## src/rtl/apb_master_pkg.sv

```systemverilog
// Shared types and defaults for the APB master bridge and its bench monitors.
package apb_master_pkg;

    typedef enum logic [1:0] {
        IDLE   = 2'd0,
        SETUP  = 2'd1,
        ACCESS = 2'd2,
        RESP   = 2'd3
    } apb_mst_state_e;

    localparam int APB_TIMEOUT_DEFAULT = 256;

endpackage : apb_master_pkg

```

## src/rtl/apb_intf.sv

```systemverilog
// APB bus bundle: the master drives the address/control/write-data side and
// the responder returns read data, ready and slave error.
interface apb_intf #(
    parameter int ADDR_W = 32,
    parameter int DATA_W = 32
);
    logic              psel;
    logic              penable;
    logic              pwrite;
    logic [ADDR_W-1:0] paddr;
    logic [DATA_W-1:0] pwdata;
    logic [DATA_W-1:0] prdata;
    logic              pready;
    logic              pslverr;

    modport master (
        output psel, penable, pwrite, paddr, pwdata,
        input  prdata, pready, pslverr
    );

    modport slave (
        input  psel, penable, pwrite, paddr, pwdata,
        output prdata, pready, pslverr
    );
endinterface : apb_intf

```

## src/rtl/apb_master_bridge.sv

```systemverilog
// APB initiator: turns one valid/ready request at a time into an APB
// SETUP/ACCESS transfer and returns read data plus error/timeout status on a
// valid/ready response channel. Every output comes straight from a flop.
module apb_master_bridge
    import apb_master_pkg::*;
#(
    parameter int ADDR_W  = 32,
    parameter int DATA_W  = 32,
    parameter int TIMEOUT = APB_TIMEOUT_DEFAULT
) (
    input  logic              clk,
    input  logic              rstn,
    input  logic              req_valid,
    output logic              req_ready,
    input  logic              req_write,
    input  logic [ADDR_W-1:0] req_addr,
    input  logic [DATA_W-1:0] req_wdata,
    output logic              rsp_valid,
    input  logic              rsp_ready,
    output logic [DATA_W-1:0] rsp_rdata,
    output logic              rsp_err,
    output logic              rsp_timeout,
    apb_intf.master           apb_intf
);

    // Wide enough to hold TIMEOUT; kept at one bit when the timeout is disabled.
    localparam int CNT_W = (TIMEOUT > 0) ? $clog2(TIMEOUT + 1) : 1;
    localparam logic [CNT_W-1:0] CNT_LAST = CNT_W'(TIMEOUT - 1);
    localparam logic [CNT_W-1:0] CNT_MAX  = '1;

    apb_mst_state_e    state_q, state_d;
    logic              psel_q, psel_d;
    logic              penable_q, penable_d;
    logic              pwrite_q, pwrite_d;
    logic [ADDR_W-1:0] paddr_q, paddr_d;
    logic [DATA_W-1:0] pwdata_q, pwdata_d;
    logic              req_ready_q, req_ready_d;
    logic              rsp_valid_q, rsp_valid_d;
    logic [DATA_W-1:0] rsp_rdata_q, rsp_rdata_d;
    logic              rsp_err_q, rsp_err_d;
    logic              rsp_timeout_q, rsp_timeout_d;
    logic [CNT_W-1:0]  cnt_q, cnt_d;

    // Next-state and next-output logic; every register holds unless its state says otherwise.
    always_comb begin
        state_d       = state_q;
        psel_d        = psel_q;
        penable_d     = penable_q;
        pwrite_d      = pwrite_q;
        paddr_d       = paddr_q;
        pwdata_d      = pwdata_q;
        req_ready_d   = req_ready_q;
        rsp_valid_d   = rsp_valid_q;
        rsp_rdata_d   = rsp_rdata_q;
        rsp_err_d     = rsp_err_q;
        rsp_timeout_d = rsp_timeout_q;
        cnt_d         = cnt_q;

        case (state_q)
            IDLE: begin
                req_ready_d = 1'b1;
                if (req_valid && req_ready_q) begin
                    paddr_d     = req_addr;
                    pwrite_d    = req_write;
                    pwdata_d    = req_write ? req_wdata : '0;
                    psel_d      = 1'b1;
                    penable_d   = 1'b0;
                    req_ready_d = 1'b0;
                    state_d     = SETUP;
                end
            end
            SETUP: begin
                penable_d = 1'b1;
                cnt_d     = '0;
                state_d   = ACCESS;
            end
            ACCESS: begin
                if (apb_intf.pready) begin
                    psel_d        = 1'b0;
                    penable_d     = 1'b0;
                    rsp_rdata_d   = pwrite_q ? '0 : apb_intf.prdata;
                    rsp_err_d     = apb_intf.pslverr;
                    rsp_timeout_d = 1'b0;
                    rsp_valid_d   = 1'b1;
                    cnt_d         = '0;
                    state_d       = RESP;
                end else if ((TIMEOUT != 0) && (cnt_q == CNT_LAST)) begin
                    psel_d        = 1'b0;
                    penable_d     = 1'b0;
                    rsp_rdata_d   = '0;
                    rsp_err_d     = 1'b1;
                    rsp_timeout_d = 1'b1;
                    rsp_valid_d   = 1'b1;
                    cnt_d         = '0;
                    state_d       = RESP;
                end else if (cnt_q != CNT_MAX) begin
                    cnt_d = cnt_q + CNT_W'(1);
                end
            end
            RESP: begin
                if (rsp_ready) begin
                    rsp_valid_d = 1'b0;
                    req_ready_d = 1'b1;
                    state_d     = IDLE;
                end
            end
            default: begin
                state_d = IDLE;
            end
        endcase
    end

    // State and output registers; async reset drops the bus and discards any response.
    always_ff @(posedge clk or negedge rstn) begin
        if (!rstn) begin
            state_q       <= IDLE;
            psel_q        <= 1'b0;
            penable_q     <= 1'b0;
            pwrite_q      <= 1'b0;
            paddr_q       <= '0;
            pwdata_q      <= '0;
            req_ready_q   <= 1'b0;
            rsp_valid_q   <= 1'b0;
            rsp_rdata_q   <= '0;
            rsp_err_q     <= 1'b0;
            rsp_timeout_q <= 1'b0;
            cnt_q         <= '0;
        end else begin
            state_q       <= state_d;
            psel_q        <= psel_d;
            penable_q     <= penable_d;
            pwrite_q      <= pwrite_d;
            paddr_q       <= paddr_d;
            pwdata_q      <= pwdata_d;
            req_ready_q   <= req_ready_d;
            rsp_valid_q   <= rsp_valid_d;
            rsp_rdata_q   <= rsp_rdata_d;
            rsp_err_q     <= rsp_err_d;
            rsp_timeout_q <= rsp_timeout_d;
            cnt_q         <= cnt_d;
        end
    end

    assign req_ready        = req_ready_q;
    assign rsp_valid        = rsp_valid_q;
    assign rsp_rdata        = rsp_rdata_q;
    assign rsp_err          = rsp_err_q;
    assign rsp_timeout      = rsp_timeout_q;
    assign apb_intf.psel    = psel_q;
    assign apb_intf.penable = penable_q;
    assign apb_intf.pwrite  = pwrite_q;
    assign apb_intf.paddr   = paddr_q;
    assign apb_intf.pwdata  = pwdata_q;

endmodule : apb_master_bridge

```

## src/flat_wrapper.sv

```systemverilog
// flat-port wrapper written by rule: the top's interface ports become plain ports
module apb_master_bridge_flat import apb_master_pkg::*;
#(
    parameter int ADDR_W  = 32,
    parameter int DATA_W  = 32,
    parameter int TIMEOUT = APB_TIMEOUT_DEFAULT
)
  (clk, rstn, req_valid, req_ready, req_write, req_addr, req_wdata, rsp_valid, rsp_ready, rsp_rdata, rsp_err, rsp_timeout, apb_intf_psel, apb_intf_penable, apb_intf_pwrite, apb_intf_paddr, apb_intf_pwdata, apb_intf_prdata, apb_intf_pready, apb_intf_pslverr);
  apb_intf #(.ADDR_W(ADDR_W), .DATA_W(DATA_W)) apb_intf_i ();
  input  logic clk;
  input  logic rstn;
  input  logic req_valid;
  output logic req_ready;
  input  logic req_write;
  input  logic [ADDR_W-1:0] req_addr;
  input  logic [DATA_W-1:0] req_wdata;
  output logic rsp_valid;
  input  logic rsp_ready;
  output logic [DATA_W-1:0] rsp_rdata;
  output logic rsp_err;
  output logic rsp_timeout;
  output wire logic [$bits(apb_intf_i.psel)-1:0] apb_intf_psel;
  output wire logic [$bits(apb_intf_i.penable)-1:0] apb_intf_penable;
  output wire logic [$bits(apb_intf_i.pwrite)-1:0] apb_intf_pwrite;
  output wire logic [$bits(apb_intf_i.paddr)-1:0] apb_intf_paddr;
  output wire logic [$bits(apb_intf_i.pwdata)-1:0] apb_intf_pwdata;
  input wire logic [$bits(apb_intf_i.prdata)-1:0] apb_intf_prdata;
  input wire logic [$bits(apb_intf_i.pready)-1:0] apb_intf_pready;
  input wire logic [$bits(apb_intf_i.pslverr)-1:0] apb_intf_pslverr;
  assign apb_intf_psel = apb_intf_i.psel;
  assign apb_intf_penable = apb_intf_i.penable;
  assign apb_intf_pwrite = apb_intf_i.pwrite;
  assign apb_intf_paddr = apb_intf_i.paddr;
  assign apb_intf_pwdata = apb_intf_i.pwdata;
  assign apb_intf_i.prdata = apb_intf_prdata;
  assign apb_intf_i.pready = apb_intf_pready;
  assign apb_intf_i.pslverr = apb_intf_pslverr;
  apb_master_bridge #(.ADDR_W(ADDR_W), .DATA_W(DATA_W), .TIMEOUT(TIMEOUT)) u_core (.clk(clk), .rstn(rstn), .req_valid(req_valid), .req_ready(req_ready), .req_write(req_write), .req_addr(req_addr), .req_wdata(req_wdata), .rsp_valid(rsp_valid), .rsp_ready(rsp_ready), .rsp_rdata(rsp_rdata), .rsp_err(rsp_err), .rsp_timeout(rsp_timeout), .apb_intf(apb_intf_i));
endmodule
```

## config.mk

```make
export PLATFORM = sky130hd
export DESIGN_NAME = apb_master_bridge_flat
export DESIGN_NICKNAME = d
export VERILOG_FILES = /design/src/rtl/apb_master_pkg.sv /design/src/rtl/apb_intf.sv /design/src/rtl/apb_master_bridge.sv /design/src/flat_wrapper.sv
export SDC_FILE = /design/constraint.sdc
export NUM_CORES = 1
export LEC_CHECK = 0
export ABC_AREA = 1
export CAP_MARGIN = 20
export CORE_AREA = 2 2 136 112
export CTS_BUF_LIST = sky130_fd_sc_hd__clkbuf_16
export CTS_CLUSTER_DIAMETER = 80
export CTS_CLUSTER_SIZE = 8
export DETAILED_ROUTE_END_ITERATION = 7
export DIE_AREA = 0 0 138 114
export GPL_ROUTABILITY_DRIVEN = 0
export PLACE_DENSITY = 0.74
export SETUP_SLACK_MARGIN = 0.1
export SYNTH_ARGS = -nofsm -noshare
export SYNTH_HDL_FRONTEND = slang
export SYNTH_SLANG_ARGS = --single-unit
```

## constraint.sdc

```tcl
create_clock -name clk -period 1.55 [get_ports clk]
set_input_delay 0.31 -clock clk [delete_from_list [all_inputs] [get_ports clk]]
set_output_delay 0.31 -clock clk [all_outputs]
set_load 0.005 [all_outputs]
```

==> results of run 1 <==
## registers in the layout, summed over array words and instances, names as in the netlist, 2 cells and up
register                count
u_core.rsp_rdata           32
u_core.apb_intf.paddr      32
u_core.state_q              2
u_core.cnt_q                9
u_core.apb_intf.pwdata     32
## how the worst min path moves through the flow
stage / startpoint / end / slack (ns) / cells past startpoint
after floorplan: rstn / u_core.apb_intf.paddr[0] / 0.01 / 0
after global placement: rstn / u_core.rsp_rdata[15] / 0.21 / 1
after detailed placement: rstn / u_core.apb_intf.paddr[16] / 0.21 / 1
after CTS: rstn / u_core.apb_intf.paddr[16] / 0.32 / 2
after global routing: rstn / u_core.apb_intf.paddr[15] / 0.35 / 2
final: rstn / u_core.apb_intf.paddr[15] / 0.33 / 2
## cell families after synthesis
group / after synthesis
adder cells (fa/ha/maj): 7
buffers and inverters: 56
AND/OR/NAND/NOR: 334
XOR/XNOR: 1
flip-flops: 114
AO/OA/AOI/OAI: 47
## critical path: stages (launching register included)
cell and delay (ns):
dfrtp_1 0.39, ha_4 0.16, nand2_4 0.06, nor2_4 0.12, nand3_4 0.10, a21oi_4 0.18, buf_12 0.14, buf_8 0.10
inv_8 0.05, nand2_2 0.06, nand2_2 0.04
## power by group through the flow
stage	registers, µW	logic, µW	clock network (µW)
floorplan	4990	2290	0
global placement	4910	5860	0
detailed placement	4910	5960	0
CTS	4880	5540	4000
global route	5080	6560	4150
finish	4920	5890	3930
## stage by stage
| stage | setup TNS (ns) | area (µm²) | setup WS, ns | hold slack, ns |
|---|---|---|---|---|
| floorplan | 0 | 4960 | 0.107 | 0.0144 |
| global placement | -0.351 | 7310 | -0.0647 | 0.211 |
| global route | -2.02 | 8250 | -0.0768 | 0.353 |
| detailed placement | -1.16 | 7310 | -0.132 | 0.207 |
| CTS | 0 | 8010 | 0.0264 | 0.317 |
| finish | 0 | 8250 | 0.0233 | 0.325 |
## cells in the mapped netlist, drive strengths merged
cell	count
nand2	270
dfrtp	114
o21ai	41
nand4	38
inv	22
clkbuf	20
nand3	12
buf	11
nor2	11
ha	7
a21oi	4
or2	3
clkinv	1
dlygate4sd1	1
dlymetal6s2s	1
o211ai	1
o21bai	1
xor2	1
## final cells by class
class	instances	area (µm²)	share of cell area [%]
inverters	23	100	1.21
well taps	189	236	2.87
clock buffers	17	425	5.16
multi-input cells	389	2020	24.5
repair buffers	251	2400	29.0
flip-flops and latches	114	2850	34.6
clock inverters	15	168	2.03
repair inverters	4	50.0	0.607
## routing by layer
layer | track usage [%] | vias to the layer above
li1 | - | 2275
met1 | 24.6 | 2133
met2 | 29.7 | 211
met3 | 7.56 | 22
met4 | 7.89 | 0
met5 | 0 | -
## repair_timing
action	in CTS	in global routing
endpoints found under the hold margin	16	0
resized for setup	130	51
setup buffers	16	3
gates cloned	3	1
setup endpoints to repair	186	67
pin swaps	7	4
hold buffers	1	0
## cell usage in the layout, fill, tap and decap left out, drive strengths merged
| cell | count |
|---|---|
| clkdlybuf4s15 | 2 |
| nor2 | 11 |
| dlygate4sd2 | 101 |
| dfrtp | 114 |
| xor2 | 1 |
| clkinv | 9 |
| nand3 | 12 |
| buf | 46 |
| or2 | 3 |
| nand4 | 38 |
| dlygate4sd3 | 1 |
| bufinv | 3 |
| ha | 7 |
| o21bai | 1 |
| o211ai | 1 |
| o21ai | 41 |
| clkdlybuf4s50 | 101 |
| nand2 | 270 |
| a21oi | 4 |
| clkbuf | 17 |
| inv | 27 |
| clkinvlp | 3 |
==> metrics.csv, run 1 <==
stage,metric,value,unit
outcome,status,"complete, no violations",
timing,hold_viol,0,
setup_path,worstReg2RegStart,u_core.cnt_q[0],
power_and_ir_drop,ir_drop,0.807,mV
timing,clock_skew,0.00757,ns
clock_tree,cts_tree,built,
setup_path,required,1.86,ns
cells_and_area,area_growth,66.8,%
timing,finalSetupViolCount,0,
setup_path,cp-endpoint,u_core.rsp_rdata[4],
setup_path,r2r_cells,10,
die,die_h,114,µm
power_and_ir_drop,combPwrFrac,40.0,%
power_and_ir_drop,total_power,14700,µW
synth,synth_fp_nets,669,
synth,syn_area_per_cell,8.85,µm²
detailed_routing,viasPerCell,4.63,
synth,synthAdderAreaFrac,1.77,%
clock_tree,root_buffer,clkbuf_16,
detailed_routing,route.detailed.wl_per_inst,14.9,µm
cells_and_area,n_antenna_cell,0,
timing,slew_violations,0,
cells_and_area,fin_cells,1002,
setup_path,critPathLaunch,u_core.cnt_q[0],
detailed_routing,route.vias.total,4641,
detailed_routing,wl_met2,6600,µm
global_routing,grt_pass1_wl,23900,µm
synth,synthXorXnorAreaFrac,0.177,%
detailed_routing,firstDrtPassIters,4,
synth,synth_compound_area_share,5.08,%
setup_path,criticalPathCategory,flop to flop,
synth,synthDominantCellAreaShare,57.7,%
clock_tree,worstSkewPairLatency,0.42,ns
setup_path,worst_r2r_endpoint,u_core.rsp_rdata[4],
power_and_ir_drop,power.internal,9660,µW
synth,ys_seq_elements,114,
die,start_util,34.1,%
worst_hold_path,hold_path.class,primary input to asynchronous set/reset pin,
detailed_routing,dr.first_iter.drc_count,216,
synth,ys_types,30,
clock_tree,clkSinkCount,114,
synth,synthCells,559,
timing,relSlewSlack,73.0,%
placed_design,dp_hpwl,9670,µm
clock_tree,clkTransAtPathRegs,0.06,ns
timing,worst_pin_slew,0.405,ns
power_and_ir_drop,p_seq_share,33.4,%
cells_and_area,final_layout_size_suffix_gt1_share,18.5,%
setup_path,end_kind,flop,
synth,syn_area,0.00495,mm²
setup_path,worstPathArrival,1.84,ns
placed_design,dp_cells,946,
power_and_ir_drop,switching_share,34.5,%
job,cap_violations,0,
timing,fin_crit_sh,98.5,%
global_routing,antenna_found_initial,0,
clock_tree,ctsLongestPathBuffers,2,
global_routing,grt_max_degree,53,
clock_tree,htreeDepth,4,
power_and_ir_drop,p_clk_share,26.7,%
synth,synth_top_family_by_area,simple AND/OR/NAND/NOR gates,
synth,yosysSeqAreaShare,57.7,%
timing,fmax,655,MHz
placed_design,io_buffers,205,
die,dieArea,0.0157,mm²
detailed_routing,drc,0,
global_routing,grt_pass1_vias,4706,
synth,ys_warn_count,0,
cells_and_area,fillers,1298,
die,die_w,138,µm
detailed_routing,top_layer,met4,
cells_and_area,nets,910,
power_and_ir_drop,p_per_area,1790,mW/mm²
detailed_routing,wl_met1,6620,µm
synth,synth.area.top_cells,"dfrtp_1 58%, nand2_1 19%, nand4_1 4.8%, o21ai_0 3.9%, nand2_2 2.9%",
die,io-pin-count,206,
global_routing,overflow,0,
synth,synth_area_leader_cell,dfrtp_1,
cells_and_area,fin_util,56.8,%
setup_path,critPathLaunchType,flop,
timing,min_period,1.53,ns
clock_tree,cts_made_buffers,17,
synth,synth_mux_area_share,0,%
setup_path,cp_max_fo,9,
timing,rsz0062_at_grt,yes,
die,core,0.0145,mm²
setup_path,reg2reg_slack,0.02,ns
synth,synth-simple-area-share,29.7,%
power_and_ir_drop,p_sw,5080,µW
detailed_routing,dr_wl_met3,1420,µm
detailed_routing,wl,14900,µm
global_routing,gr-usage-all-layers,19.3,%
die,row_count,40,
power_and_ir_drop,p_leak,0.00424,µW
detailed_routing,antenna_left,0,
Power figures use the tool's default switching activity.
==> inputs of run 2 (changes only) <==
--- a/config.mk
+++ b/config.mk
@@ -14,6 +14,7 @@
 export DETAILED_ROUTE_END_ITERATION = 7
 export DIE_AREA = 0 0 138 114
 export GPL_ROUTABILITY_DRIVEN = 0
+export GPL_TIMING_DRIVEN = 0
 export PLACE_DENSITY = 0.74
 export SETUP_SLACK_MARGIN = 0.1
 export SYNTH_ARGS = -nofsm -noshare
==> run 2 against run 1 <==
  * Design area rose by 5.0%
  * Combinational power grew 12%
  * Global-route usage grew 0.87 points
  * Register-to-register slack got worse by 0.02 ns
  * Cell count up 2.9%
  * Clock power is 4% higher
  * Flip-flop and latch count did not move
  * Maximum frequency is 1.2% lower
==> metrics.csv, run 2 (same netlist as run 1, synthesis figures left out) <==
stage,metric,value,unit,change
outcome,status,"complete, no violations",,
global_routing,gr-usage-all-layers,20.2,%,+0.87 points
detailed_routing,route.vias.total,4820,,+3.9%
cells_and_area,area_growth,75.2,%,
die,die_h,114,µm,unchanged
die,start_util,34.1,%,unchanged
die,dieArea,0.0157,mm²,unchanged
placed_design,io_buffers,203,,-0.98%
detailed_routing,firstDrtPassIters,4,,unchanged
setup_path,reg2reg_slack,0.005,ns,-0.02 ns
timing,hold_viol,0,,unchanged
placed_design,place_area,0.00725,mm²,-0.74%
clock_tree,ctsLongestPathBuffers,2,,unchanged
detailed_routing,drc,0,,unchanged
detailed_routing,dr_wl_met3,1380,µm,-2.8%
timing,clock_skew,0.00722,ns,-0.000349 ns
global_routing,grt_pass1_vias,4778,,+1.5%
global_routing,grt_pass1_wl,24900,µm,+4.2%
job,cap_violations,0,,unchanged
clock_tree,cts_tree,built,,
cells_and_area,multiInputGateArea,0.00217,mm²,+7.2%
timing,min_period,1.54,ns,+0.0178 ns
timing,slew_violations,0,,unchanged
clock_tree,worstSkewPairLatency,0.41,ns,about the same
placed_design,dp_cells,952,,+0.63%
timing,fin_crit_sh,99.6,%,+1.1 points
global_routing,overflow,0,,unchanged
detailed_routing,antenna_left,0,,unchanged
power_and_ir_drop,ir_drop,0.848,mV,+5.1%
die,core,0.0145,mm²,unchanged
setup_path,cp_max_fo,10,,+1
placed_design,dp_hpwl,10400,µm,+7.8%
clock_tree,root_buffer,clkbuf_16,,
setup_path,required,1.85,ns,about the same
clock_tree,htreeDepth,4,,unchanged
timing,rsz0062_at_grt,yes,,
die,io-pin-count,206,,unchanged
setup_path,worstPathArrival,1.85,ns,about the same
cells_and_area,seqCellArea,0.00285,mm²,about the same
timing,fin_setup_tns,0,ns,unchanged
cells_and_area,nets,939,,+3.2%
power_and_ir_drop,p_leak,0.00439,µW,+3.7%
global_routing,grt_max_degree,70,,+32%
detailed_routing,dr.first_iter.drc_count,159,,-26%
cells_and_area,fin_cells,1031,,+2.9%
clock_tree,cts_made_buffers,17,,unchanged
timing,worst_pin_slew,0.560,ns,+0.155 ns
detailed_routing,top_layer,met4,,
placed_design,pre_cts_slack,-0.293,ns,-0.161 ns
timing,relSlewSlack,62.7,%,-10 points
cells_and_area,n_antenna_cell,0,,unchanged
timing,layout_setup_ws,0.00550,ns,-0.0178 ns
detailed_routing,route.detailed.wl_per_inst,15.7,µm,+5.3%
setup_path,critPathLaunchType,flop,,
clock_tree,clkTransAtPathRegs,0.06,ns,about the same
cells_and_area,mostFrequentLayoutCell,nand2_1,,
timing,fmax,647,MHz,-1.2%
cells_and_area,fillers,1239,,-4.5%
cells_and_area,final_layout_size_suffix_gt1_share,25.8,%,+7.3 points
detailed_routing,wl_met2,7560,µm,+15%
detailed_routing,wl,16200,µm,+8.4%
timing,finalSetupViolCount,0,,unchanged
cells_and_area,most-common-layout-cells,"185 x nand2_1, 113 x dfrtp_1, 99 x clkdlybuf4s50_1",,
setup_path,end_kind,flop,,
detailed_routing,wl_met1,7050,µm,+6.4%
worst_hold_path,hold_path.class,primary input to flop,,
setup_path,criticalPathCategory,flop to flop,,
global_routing,antenna_found_initial,0,,unchanged
detailed_routing,viasPerCell,4.68,,+0.94%
die,die_w,138,µm,unchanged
clock_tree,clkSinkCount,114,,unchanged
power_and_ir_drop,p_per_area,1820,mW/mm²,+1.5%
cells_and_area,fin_area,0.00866,mm²,+5.0%
die,row_count,40,,unchanged
==> run 2: path summary, 6_finish.rpt <==
path / startpoint / end / depth (start not counted)
max: u_core.cnt_q[1] / u_core.rsp_rdata[4] / 9
max reg2reg: u_core.cnt_q[1] / u_core.rsp_rdata[4] / 9
max in group asynchronous: rstn / u_core.apb_intf.pwdata[3] / 3
min in group asynchronous: rstn / u_core.rsp_rdata[18] / 2
min reg2reg: u_core.apb_intf.penable / u_core.apb_intf.penable / 2
min: apb_intf_pready / u_core.rsp_rdata[31] / 3
==> run 2: report_power, final <==
| group | internal, µW | switching [µW] |
|---|---|---|
| clock network | 2670 | 1420 |
| logic | 3380 | 3240 |
| registers | 4210 | 811 |
==> run 2: stage by stage <==
stage | hold WS (ns) | util (%) | power [µW]
3_3_place_gp | 0.451 | 49.8 | 10700
4_1_cts | 0.168 | 56.8 | 14900
2_1_floorplan | 0.0144 | - | 7280
6_report | 0.188 | 59.7 | 15700
3_5_place_dp | 0.273 | 50.0 | 10800
5_1_grt | 0.185 | 59.7 | 16800
==> run 2: timing repair <==
item,in CTS,in global routing
cloned,2,6
setup buffers,34,5
hold endpoints to repair,45,0
pin swaps,11,37
endpoints found under the setup margin,212,113
gates resized for setup,168,114
hold buffers,1,0
==> run 2: area by class of cell <==
type	count	share of cell area, %
clock inverters	15	2.21
inverters	23	1.21
repair buffers	250	27.8
well taps	189	2.73
multi-input cells	391	25.0
plain buffers	32	3.22
clock buffers	17	4.91
flip-flops and latches	114	32.9
==> run 2: layer usage <==
metal  up-vias  GRT usage, %
met5         -             0
met4         0          6.80
met3        18          8.02
met2       179          31.7
met1      2279          25.6
li1       2344             -
==> run 2: worst max-delay path: stages, from the launching register on <==
cell and delay (ns):
dfrtp_1 0.38, ha_2 0.20, nand2_2 0.07, nor2_4 0.14
nand3_4 0.10, a21oi_4 0.18, inv_6 0.09, buf_12 0.16
nand2_2 0.06, nand2_2 0.04
==> inputs of run 3 (changes only) <==
--- a/config.mk
+++ b/config.mk
@@ -8,7 +8,7 @@
 export ABC_AREA = 1
 export CAP_MARGIN = 20
 export CORE_AREA = 2 2 136 112
-export CTS_BUF_LIST = sky130_fd_sc_hd__clkbuf_16
+export CTS_BUF_LIST = sky130_fd_sc_hd__clkbuf_8 sky130_fd_sc_hd__clkbuf_16
 export CTS_CLUSTER_DIAMETER = 80
 export CTS_CLUSTER_SIZE = 8
 export DETAILED_ROUTE_END_ITERATION = 7
==> run 3 against run 2 <==
  * Total power fell by 1.6%
  * Core utilization fell by 0.87 points
  * Sequential share of layout area rose by 0.49 points
  * Clock skew rose by 0.00071 ns
  * Design area fell by 1.5%
  * Wire length fell by 2.5%
  * Critical path type unchanged
==> metrics.csv, run 3 (same netlist as run 1, synthesis figures left out) <==
stage,metric,value,unit,change
clock_tree,cts_made_buffers,17,,unchanged
die,die_h,114,µm,unchanged
timing,finalSetupViolCount,0,,unchanged
power_and_ir_drop,p_per_area,1810,mW/mm²,-0.11%
die,core,0.0145,mm²,unchanged
cells_and_area,fin_util,58.8,%,-0.87 points
cells_and_area,final_layout_size_suffix_gt1_share,22.0,%,-3.7 points
timing,slew_violations,0,,unchanged
cells_and_area,area_growth,72.6,%,
detailed_routing,firstDrtPassIters,4,,unchanged
die,io-pin-count,206,,unchanged
detailed_routing,antenna_left,0,,unchanged
job,cap_violations,0,,unchanged
timing,fin_crit_sh,98.7,%,-0.99 points
clock_tree,clkSinkCount,114,,unchanged
timing,relSlewSlack,60.8,%,-1.8 points
global_routing,antenna_found_initial,0,,unchanged
cells_and_area,nets,941,,+0.21%
timing,clock_skew,0.00793,ns,+0.000708 ns
setup_path,worstPathArrival,1.83,ns,-0.02 ns
placed_design,io_buffers,203,,unchanged
timing,min_period,1.53,ns,-0.0154 ns
power_and_ir_drop,p_leak,0.00438,µW,-0.34%
cells_and_area,fillers,1254,,+1.2%
setup_path,end_kind,flop,,
global_routing,grt_pass1_vias,4783,,+0.10%
clock_tree,ctsLongestPathBuffers,2,,unchanged
worst_hold_path,hold_path.class,primary input to flop,,
setup_path,required,1.85,ns,about the same
cells_and_area,mostFrequentLayoutCell,nand2_1,,
clock_tree,root_buffer,clkbuf_16,,
global_routing,grt_max_degree,70,,unchanged
die,dieArea,0.0157,mm²,unchanged
die,start_util,34.1,%,unchanged
timing,fmax,654,MHz,+1.0%
clock_tree,clkTransAtPathRegs,0.05,ns,about the same
clock_tree,htreeDepth,4,,unchanged
detailed_routing,wl,15800,µm,-2.5%
setup_path,critPathLaunchType,flop,,
timing,hold_viol,0,,unchanged
detailed_routing,viasPerCell,4.67,,-0.17%
die,die_w,138,µm,unchanged
outcome,status,"complete, no violations",,
timing,worst_pin_slew,0.587,ns,+0.0275 ns
detailed_routing,route.detailed.wl_per_inst,15.3,µm,-2.7%
die,row_count,40,,unchanged
detailed_routing,dr.first_iter.drc_count,148,,-6.9%
global_routing,grt_pass1_wl,24900,µm,-0.30%
setup_path,cp_max_fo,7,,-3
timing,rsz0062_at_grt,yes,,
detailed_routing,drc,0,,unchanged
placed_design,dp_hpwl,10400,µm,unchanged
setup_path,criticalPathCategory,flop to flop,,
power_and_ir_drop,ir_drop,0.844,mV,-0.45%
cells_and_area,most-common-layout-cells,"217 x nand2_1, 113 x dfrtp_1, 99 x clkdlybuf4s50_1, 99 x dlygate4sd2_1, 48 x nand2_2",,
clock_tree,worstSkewPairLatency,0.41,ns,about the same
global_routing,gr-usage-all-layers,20.1,%,-0.044 points
detailed_routing,route.vias.total,4821,,+0.021%
cells_and_area,n_antenna_cell,0,,unchanged
global_routing,overflow,0,,unchanged
power_and_ir_drop,total_power,15500,µW,-1.6%
clock_tree,cts_tree,built,,
run 3: final cells by class:
cell class              instances  area [µm²]  share of cell area [%]
clock inverters                13         184                    2.15
repair buffers                253        2400                    28.1
multi-input cells             390        2030                    23.7
well taps                     189         236                    2.77
clock buffers                  19         453                    5.30
flip-flops and latches        114        2850                    33.4
inverters                      23         103                    1.20
plain buffers                  32         287                    3.36
run 3: repair_timing:
item / in CTS / in global routing
pin swaps: 11 / 13
setup buffers: 33 / 11
gates resized for setup: 161 / 87
hold buffers: 1 / 0
gates cloned: 2 / 3
hold endpoints to repair: 45 / 0
endpoints found under the setup margin: 212 / 113
run 3: worst paths after layout:
check	start	end	slack [ns]	cells past startpoint
setup / recovery	u_core.cnt_q[1]	u_core.rsp_rdata[23]	0.02	9
hold / removal	apb_intf_pready	u_core.rsp_rdata[31]	0.19	3
setup reg to reg	u_core.cnt_q[1]	u_core.rsp_rdata[23]	0.02	9
hold reg to reg	u_core.apb_intf.penable	u_core.apb_intf.penable	0.46	2
max in group asynchronous	rstn	u_core.apb_intf.pwdata[3]	0.45	3
min in group asynchronous	rstn	u_core.rsp_rdata[18]	0.41	2
run 3: stage by stage:
step | hold slack, ns | setup slack (ns) | TNS (ns) | cell area, µm² | std cells
floorplan | 0.0144 | 0.107 | 0 | 4960 | 559
global placement | 0.451 | -4.41 | -515.07 | 7230 | 951
detailed placement | 0.273 | -0.293 | -14.95 | 7250 | 952
CTS | 0.168 | -0.0323 | -0.476 | 8200 | 1019
global route | 0.185 | -0.0800 | -2.36 | 8540 | 1033
finish | 0.186 | 0.0209 | 0 | 8540 | 1033
run 3: critical path, stage by stage, from the launching register on:
cell and delay (ns):
dfrtp_1 0.37, ha_2 0.20, nand2_2 0.07, nor2_4 0.14, nand3_4 0.11, a21oi_4 0.17
inv_4 0.09, buf_6 0.15, nand2_2 0.07, nand2_2 0.05
run 3: where the power goes:
group	internal (µW)	switching (µW)	total, µW
combinational	3250	3100	6340
clock	2770	1430	4210
sequential	4200	727	4930
run 3: metal layers:
metal,vias up,global-route usage (%),share of wire (%)
met5,-,0,0
met4,0,6.80,1.6
met3,21,7.98,9.0
met2,200,31.9,46
met1,2259,25.3,43
li1,2341,-,-
